[src/rtl/plane_pwm_driver_if.sv]
// plane_pwm_driver_if: host strobe bus plus PWM/status outputs of the plane driver
interface plane_pwm_driver_if #(
  parameter int OUT_NUM = 64,
  parameter int D_WIDTH = 8
);
  logic [D_WIDTH-1:0] dataIn;
  logic               dataEn;
  logic               rs;
  logic [OUT_NUM-1:0] pwmOut;
  logic               frameSync;
  logic               swapPending;
  logic               cmdErr;
  modport master (output dataIn, dataEn, rs, input pwmOut, frameSync, swapPending, cmdErr);
  modport slave  (input dataIn, dataEn, rs, output pwmOut, frameSync, swapPending, cmdErr);
endinterface

[src/rtl/plane_pwm_driver.sv]
// plane_pwm_driver: strobe-bus host interface, double-buffered brightness banks, tear-free PWM
module plane_pwm_driver #(
  parameter int OUT_NUM = 64,
  parameter int D_WIDTH = 8,
  parameter int C_WIDTH = 5,
  parameter int A_WIDTH = 6,
  parameter int PRESC   = 1
) (
  input logic             clk,
  input logic             reset,
  plane_pwm_driver_if.slave bus
);
  localparam int PW = PRESC > 1 ? $clog2(PRESC) : 1;
  localparam logic [C_WIDTH-1:0] CMAX  = '1;
  localparam logic [A_WIDTH-1:0] ALAST = A_WIDTH'(OUT_NUM - 1);
  logic                en_s1_q, en_s2_q, en_dl_q;
  logic                fall, is_cmd, is_dat;
  logic [7:0]          cmd;
  logic                c_clr, c_home, c_dir, c_en, c_swp, c_cnl, c_adr, adr_ok, bad;
  logic [PW-1:0]       pre_q;
  logic                tick, swap;
  logic [C_WIDTH-1:0]  cnt_q;
  logic                sel_q;
  logic                pend_q, pend_d;
  logic [A_WIDTH-1:0]  addr_q, addr_d;
  logic                inc_q, inc_d, pen_q, pen_d;
  logic [C_WIDTH-1:0]  bank_q [2][OUT_NUM];
  logic [OUT_NUM-1:0]  pwm_q, pwm_d;
  logic                fs_q, err_q;
  assign fall   = en_dl_q & ~en_s2_q;
  assign is_cmd = fall & bus.rs;
  assign is_dat = fall & ~bus.rs;
  assign cmd    = bus.dataIn[7:0];
  assign c_clr  = cmd == 8'h01;
  assign c_home = cmd == 8'h02;
  assign c_dir  = cmd[7:1] == 7'h02;
  assign c_en   = cmd[7:1] == 7'h04;
  assign c_swp  = cmd == 8'h10;
  assign c_cnl  = cmd == 8'h11;
  assign c_adr  = cmd[7];
  assign adr_ok = 32'(cmd[6:0]) < OUT_NUM;
  assign bad    = c_adr ? ~adr_ok : ~(c_clr | c_home | c_dir | c_en | c_swp | c_cnl);
  assign tick   = pre_q == PW'(PRESC - 1);
  assign swap   = tick & (cnt_q == CMAX) & pend_q;
  // next-state for address pointer, direction, enable and swap request
  always_comb begin
    addr_d = is_dat ? (inc_q ? (addr_q == ALAST ? '0 : addr_q + A_WIDTH'(1))
                             : (addr_q == '0 ? ALAST : addr_q - A_WIDTH'(1))) : addr_q;
    if (is_cmd & c_home) addr_d = '0;
    if (is_cmd & c_adr & adr_ok) addr_d = cmd[A_WIDTH-1:0];
    inc_d  = (is_cmd & c_dir) ? cmd[0] : inc_q;
    pen_d  = (is_cmd & c_en) ? cmd[0] : pen_q;
    pend_d = (is_cmd & c_swp) ? 1'b1 : (is_cmd & c_cnl) ? 1'b0 : swap ? 1'b0 : pend_q;
  end
  // compare every active-bank channel against the running period counter
  always_comb begin
    pwm_d = '0;
    for (int i = 0; i < OUT_NUM; i++) pwm_d[i] = pen_q & (bank_q[sel_q][i] > cnt_q);
  end
  // strobe synchroniser, PWM timebase, control state and registered outputs
  always_ff @(posedge clk or negedge reset) begin
    if (!reset) begin
      en_s1_q <= 1'b0;
      en_s2_q <= 1'b0;
      en_dl_q <= 1'b0;
      pre_q   <= '0;
      cnt_q   <= '0;
      sel_q   <= 1'b0;
      pend_q  <= 1'b0;
      addr_q  <= '0;
      inc_q   <= 1'b0;
      pen_q   <= 1'b0;
      pwm_q   <= '0;
      fs_q    <= 1'b0;
      err_q   <= 1'b0;
    end else begin
      en_s1_q <= bus.dataEn;
      en_s2_q <= en_s1_q;
      en_dl_q <= en_s2_q;
      pre_q   <= tick ? '0 : pre_q + PW'(1);
      cnt_q   <= tick ? cnt_q + C_WIDTH'(1) : cnt_q;
      sel_q   <= sel_q ^ swap;
      pend_q  <= pend_d;
      addr_q  <= addr_d;
      inc_q   <= inc_d;
      pen_q   <= pen_d;
      pwm_q   <= pwm_d;
      fs_q    <= swap;
      err_q   <= is_cmd & bad;
    end
  end
  // host writes land in the bank that is shadow before this edge
  always_ff @(posedge clk or negedge reset) begin
    if (!reset) begin
      for (int b = 0; b < 2; b++)
        for (int i = 0; i < OUT_NUM; i++) bank_q[b][i] <= '0;
    end else if (is_cmd & c_clr) begin
      for (int i = 0; i < OUT_NUM; i++) bank_q[~sel_q][i] <= '0;
    end else if (is_dat) begin
      bank_q[~sel_q][addr_q] <= bus.dataIn[C_WIDTH-1:0];
    end
  end
  assign bus.pwmOut      = pwm_q;
  assign bus.frameSync   = fs_q;
  assign bus.swapPending = pend_q;
  assign bus.cmdErr      = err_q;
endmodule

[src/flat_wrapper.sv]
// flat-port wrapper written by rule: the top's interface ports become plain ports
module plane_pwm_driver_flat 
#(
  parameter int OUT_NUM = 64,
  parameter int D_WIDTH = 8,
  parameter int C_WIDTH = 5,
  parameter int A_WIDTH = 6,
  parameter int PRESC   = 1
)
  (clk, reset, bus_dataIn, bus_dataEn, bus_rs, bus_pwmOut, bus_frameSync, bus_swapPending, bus_cmdErr);
  plane_pwm_driver_if #(.OUT_NUM(OUT_NUM), .D_WIDTH(D_WIDTH)) bus_i ();
  input logic clk;
  input logic reset;
  input wire logic [$bits(bus_i.dataIn)-1:0] bus_dataIn;
  input wire logic [$bits(bus_i.dataEn)-1:0] bus_dataEn;
  input wire logic [$bits(bus_i.rs)-1:0] bus_rs;
  output wire logic [$bits(bus_i.pwmOut)-1:0] bus_pwmOut;
  output wire logic [$bits(bus_i.frameSync)-1:0] bus_frameSync;
  output wire logic [$bits(bus_i.swapPending)-1:0] bus_swapPending;
  output wire logic [$bits(bus_i.cmdErr)-1:0] bus_cmdErr;
  assign bus_i.dataIn = bus_dataIn;
  assign bus_i.dataEn = bus_dataEn;
  assign bus_i.rs = bus_rs;
  assign bus_pwmOut = bus_i.pwmOut;
  assign bus_frameSync = bus_i.frameSync;
  assign bus_swapPending = bus_i.swapPending;
  assign bus_cmdErr = bus_i.cmdErr;
  plane_pwm_driver #(.OUT_NUM(OUT_NUM), .D_WIDTH(D_WIDTH), .C_WIDTH(C_WIDTH), .A_WIDTH(A_WIDTH), .PRESC(PRESC)) u_core (.clk(clk), .reset(reset), .bus(bus_i));
endmodule
[config.mk]
export PLATFORM = sky130hd
export DESIGN_NAME = plane_pwm_driver_flat
export DESIGN_NICKNAME = d
export VERILOG_FILES = /design/src/rtl/plane_pwm_driver_if.sv /design/src/rtl/plane_pwm_driver.sv /design/src/flat_wrapper.sv
export SDC_FILE = /design/constraint.sdc
export NUM_CORES = 2
export LEC_CHECK = 0
export ABC_AREA = 1
export BUFFER_PORTS_ARGS = -buffer_cell sky130_fd_sc_hd__clkbuf_2
export CAP_MARGIN = 0
export CORE_ASPECT_RATIO = 1.4
export CORE_MARGIN = 2
export CORE_UTILIZATION = 60
export CTS_BUF_LIST = sky130_fd_sc_hd__clkbuf_8
export DETAILED_ROUTE_END_ITERATION = 12
export PLACE_DENSITY_LB_ADDON = 0.05
export SLEW_MARGIN = 20
export SYNTH_ARGS = -nofsm -noshare
export SYNTH_HDL_FRONTEND = slang
export SYNTH_SLANG_ARGS = --single-unit
[constraint.sdc]
create_clock -name clk -period 2.4 [get_ports clk]
set_input_delay 0.48 -clock clk [delete_from_list [all_inputs] [get_ports clk]]
set_output_delay 0.48 -clock clk [all_outputs]
set_load 0.02 [all_outputs]
==> implementation parameters <==
Parameter                              Value

Run status
  Outcome    completed

CTS
  Clock root buffer master    clkbuf_8
  Number of clock sinks    724
  Clk Latency, worst-skew pair    0.79 ns
  Worst-path clk slew    0.07 ns
  CTS H-tree lvls    3
  Total CTS buffers    114
  CTS tree    done
  Worst-case clock buffer depth    3
  Buffer count from post-CTS setup fixing    0

Logic synthesis
  Sequential area share after synthesis    41.69%
  Post-synth cell types    43
  Number of register bits inferred by synthesis    724
  Instance count of the mapped netlist    5751
  Main synth FF type    dfrtp_1
  Count leader, synth    nand2_1
  Combined area of all synthesized cells    43460 um^2
  Mapped Nets    6087
  Synth warnings    0
  Leading cell types by count after synthesis    nand2_1, o21ai_0, dfrtp_1
  Post-synthesis async set-or-reset flop share    100.0%
  Mean cell area of the mapped netlist    7.557 um^2
  Library cell occupying the most area in the post-synthesis netlist    dfrtp_1
  Top cells by area, synth    dfrtp_1, nand2_1, ha_1
  Share of the synthesized area in the top cell type    41.69%
  Count of flip-flops with a built-in enable after synthesis    0

Drt
  Vias per cell    5.983
  Via count    41405
  Detailed Route Iter0 Violations    3684
  Wire length per cell    19.70 um
  DR DRC count    0
  Remaining number of nets flagged by the antenna check after routing    0
  First-pass DRT Iterations    6
  Total wire length    136.3 mm

Placement
  Port-buffer cells    78
  Placed Cells incl. Taps    6707
  Global placer's final weighted congestion    0.8987
  HPWL Detailed    86.95 mm

Global routing
  First-pass GRT wire length    216.8 mm
  Antenna violations before repair    1
  Global-route total usage across every layer    37.03%
  Largest net degree at the start of global routing    93
  Vias in the first global route    40269
  Overflow left after global routing    0

Setup path
  Crit-path max FO    36
  Data required time at the worst endpoint    3.05 ns
  WP data arrival    2.95 ns
  Classification of the worst setup path    reg2reg
  Startpoint class of the critical path    register
  CP Capture Type    register

Floorplanning
  Core area    71550 um^2
  Area of the die    74630 um^2
  Initial core utilization    60.74%
  Num rows    116
  Die Width    231.5 um
  Chip Height    322.4 um
  I/O pin count    79

Layout
  Synthesis-to-layout area growth    12.47%
  Ratio of cells with drive above 1 in the final layout    10.14%
  Final non-filler cell total    6921
  Net total in the final layout    6217

Pwr
  PwrDens    627.0 nW/um^2
  Leakage power of the design    24.38 nW
  Worst-case vdd ir drop    416.2 uV

STA
  Final max-slew violation count    0
  Final critical delay including setup and external delays    2.295 ns
  Setup Skew    0.04552 ns
  Max frequency    435.7 MHz
  Unrepaired setup endpoints after global routing    yes
  Worst-Margin Slew    1.202 ns
  Sum of negative setup slack    0 ns
  Total setup violations reported at the end of the flow    0
  Period utilization    95.64%
  Final hold vios    0
  Worst slew margin    19.86%

Job
  Number of max-cap violations    0

Min path
  Tightest Hold Check Type    in2reg
==> state kept, by name (all words and copies together) (netlist names) <==
signal                  flops
u_core.bus.pwmOut          64
u_core.bus.cmdErr           1
u_core.addr_q               6
u_core.en_s1_q              1
u_core.en_dl_q              1
u_core.cnt_q                5
u_core.bus.swapPending      1
u_core.bank_q             640
u_core.pen_q                1
u_core.sel_q                1
u_core.inc_q                1
u_core.bus.frameSync        1
u_core.en_s2_q              1
==> placed cells by master (no fill, tap or decap), types with 6 or more instances in the layout <==
| cell | n |
|---|---|
| nor2_1 | 441 |
| clkbuf_8 | 154 |
| o221a_2 | 11 |
| nor4_1 | 54 |
| inv_1 | 579 |
| nor2_2 | 14 |
| nand3_2 | 6 |
| nor2_4 | 6 |
| inv_2 | 11 |
| clkinv_2 | 21 |
| buf_12 | 75 |
| nor3_1 | 57 |
| nand2_1 | 1465 |
| nand3_1 | 440 |
| ha_1 | 324 |
| clkbuf_2 | 73 |
| nand3_4 | 8 |
| dfrtp_1 | 721 |
| nand4_1 | 67 |
| o22ai_1 | 90 |
| o21ai_0 | 762 |
| o211ai_1 | 20 |
| buf_4 | 151 |
| o22ai_2 | 14 |
| nand3b_1 | 6 |
| o21ai_1 | 60 |
| o21a_1 | 11 |
| a21oi_1 | 249 |
| mux2i_1 | 6 |
| inv_4 | 8 |
| o21ai_2 | 21 |
| nor3_2 | 6 |
==> stage by stage <==
| step | power, mW | hold WS [ns] | instance area, um^2 | util (%) | setup slack, ns |
|---|---|---|---|---|---|
| 2_1_floorplan | 17.48 | 0.1844 | 43460 | - | 0.01876 |
| 3_3_place_gp | 19.35 | 0.3327 | 46390 | 64.83 | 0.1383 |
| 3_5_place_dp | 19.53 | 0.3355 | 46390 | 64.83 | 0.08611 |
| 4_1_cts | 30.71 | 0.07373 | 48850 | 68.27 | 0.09584 |
| 5_1_grt | 31.98 | 0.1630 | 48880 | 68.31 | -0.02841 |
| 6_report | 30.65 | 0.1253 | 48880 | 68.31 | 0.1048 |
==> area by class of cell <==
cell class,instances,area [um^2]
diodes,2,5.005
clock buffers,154,2120
clock inverters,56,322.8
fillers,6108,22670
inverters,572,2190
multi-input cells,4164,21860
flip-flops and latches,724,18130
well taps,944,1181
repair buffers,305,3073
==> final timing paths <==
check	slack, ns	end	cells past startpoint	startpoint
max in group asynchronous	1.26	u_core.bank_q[214]	3	reset
worst max register to register	0.10	u_core.bus.pwmOut[39]	9	u_core.sel_q
worst min register to register	0.34	u_core.en_s2_q	0	u_core.en_s1_q
worst min-delay path	0.13	u_core.bus.cmdErr	4	bus_dataIn[7]
worst max-delay path	0.10	u_core.bus.pwmOut[39]	9	u_core.sel_q
min in group asynchronous	0.24	u_core.bus.pwmOut[53]	2	reset
==> per-layer routing <==
layer | part of all wire, % | global-route usage [%] | vias to the layer above
li1 | - | - | 19425
met1 | 40 | 46.76 | 19715
met2 | 47 | 60.90 | 1774
met3 | 8.2 | 5.711 | 491
met4 | 5.7 | 20.59 | 0
met5 | 0 | 0 | -
==> power breakdown <==
group,switching (mW),total (mW),internal (mW)
clock network,5.22,11.2,6.02
registers,0.819,14.5,13.6
logic,3.38,4.95,1.57
==> worst max-delay path, cell delays in order (launching register included) <==
cell      delay [ns]
dfrtp_4         0.52
clkinv_8        0.26
buf_12          0.26
nand2_1         0.08
o21ai_0         0.08
ha_1            0.31
nand2_1         0.08
nor3_1          0.18
o22ai_1         0.11
nor2_1          0.29
==> kinds of logic after synthesis <==
kind of cell	Yosys count	synth area share (%)
buf+inv	863	8.076
simple gates	2585	25.30
compound gates	1244	15.37
xor+xnor	5	0.1008
mux	6	0.1382
fa+ha+maj	324	9.328
flops	724	41.69
==> timing repair <==
item	4_1_cts	5_1_grt
endpoints found under the setup margin	0	3
resized for setup	0	4
hold endpoints to repair	45	0
hold buffers	2	0
(Power assumes the default switching activity.)
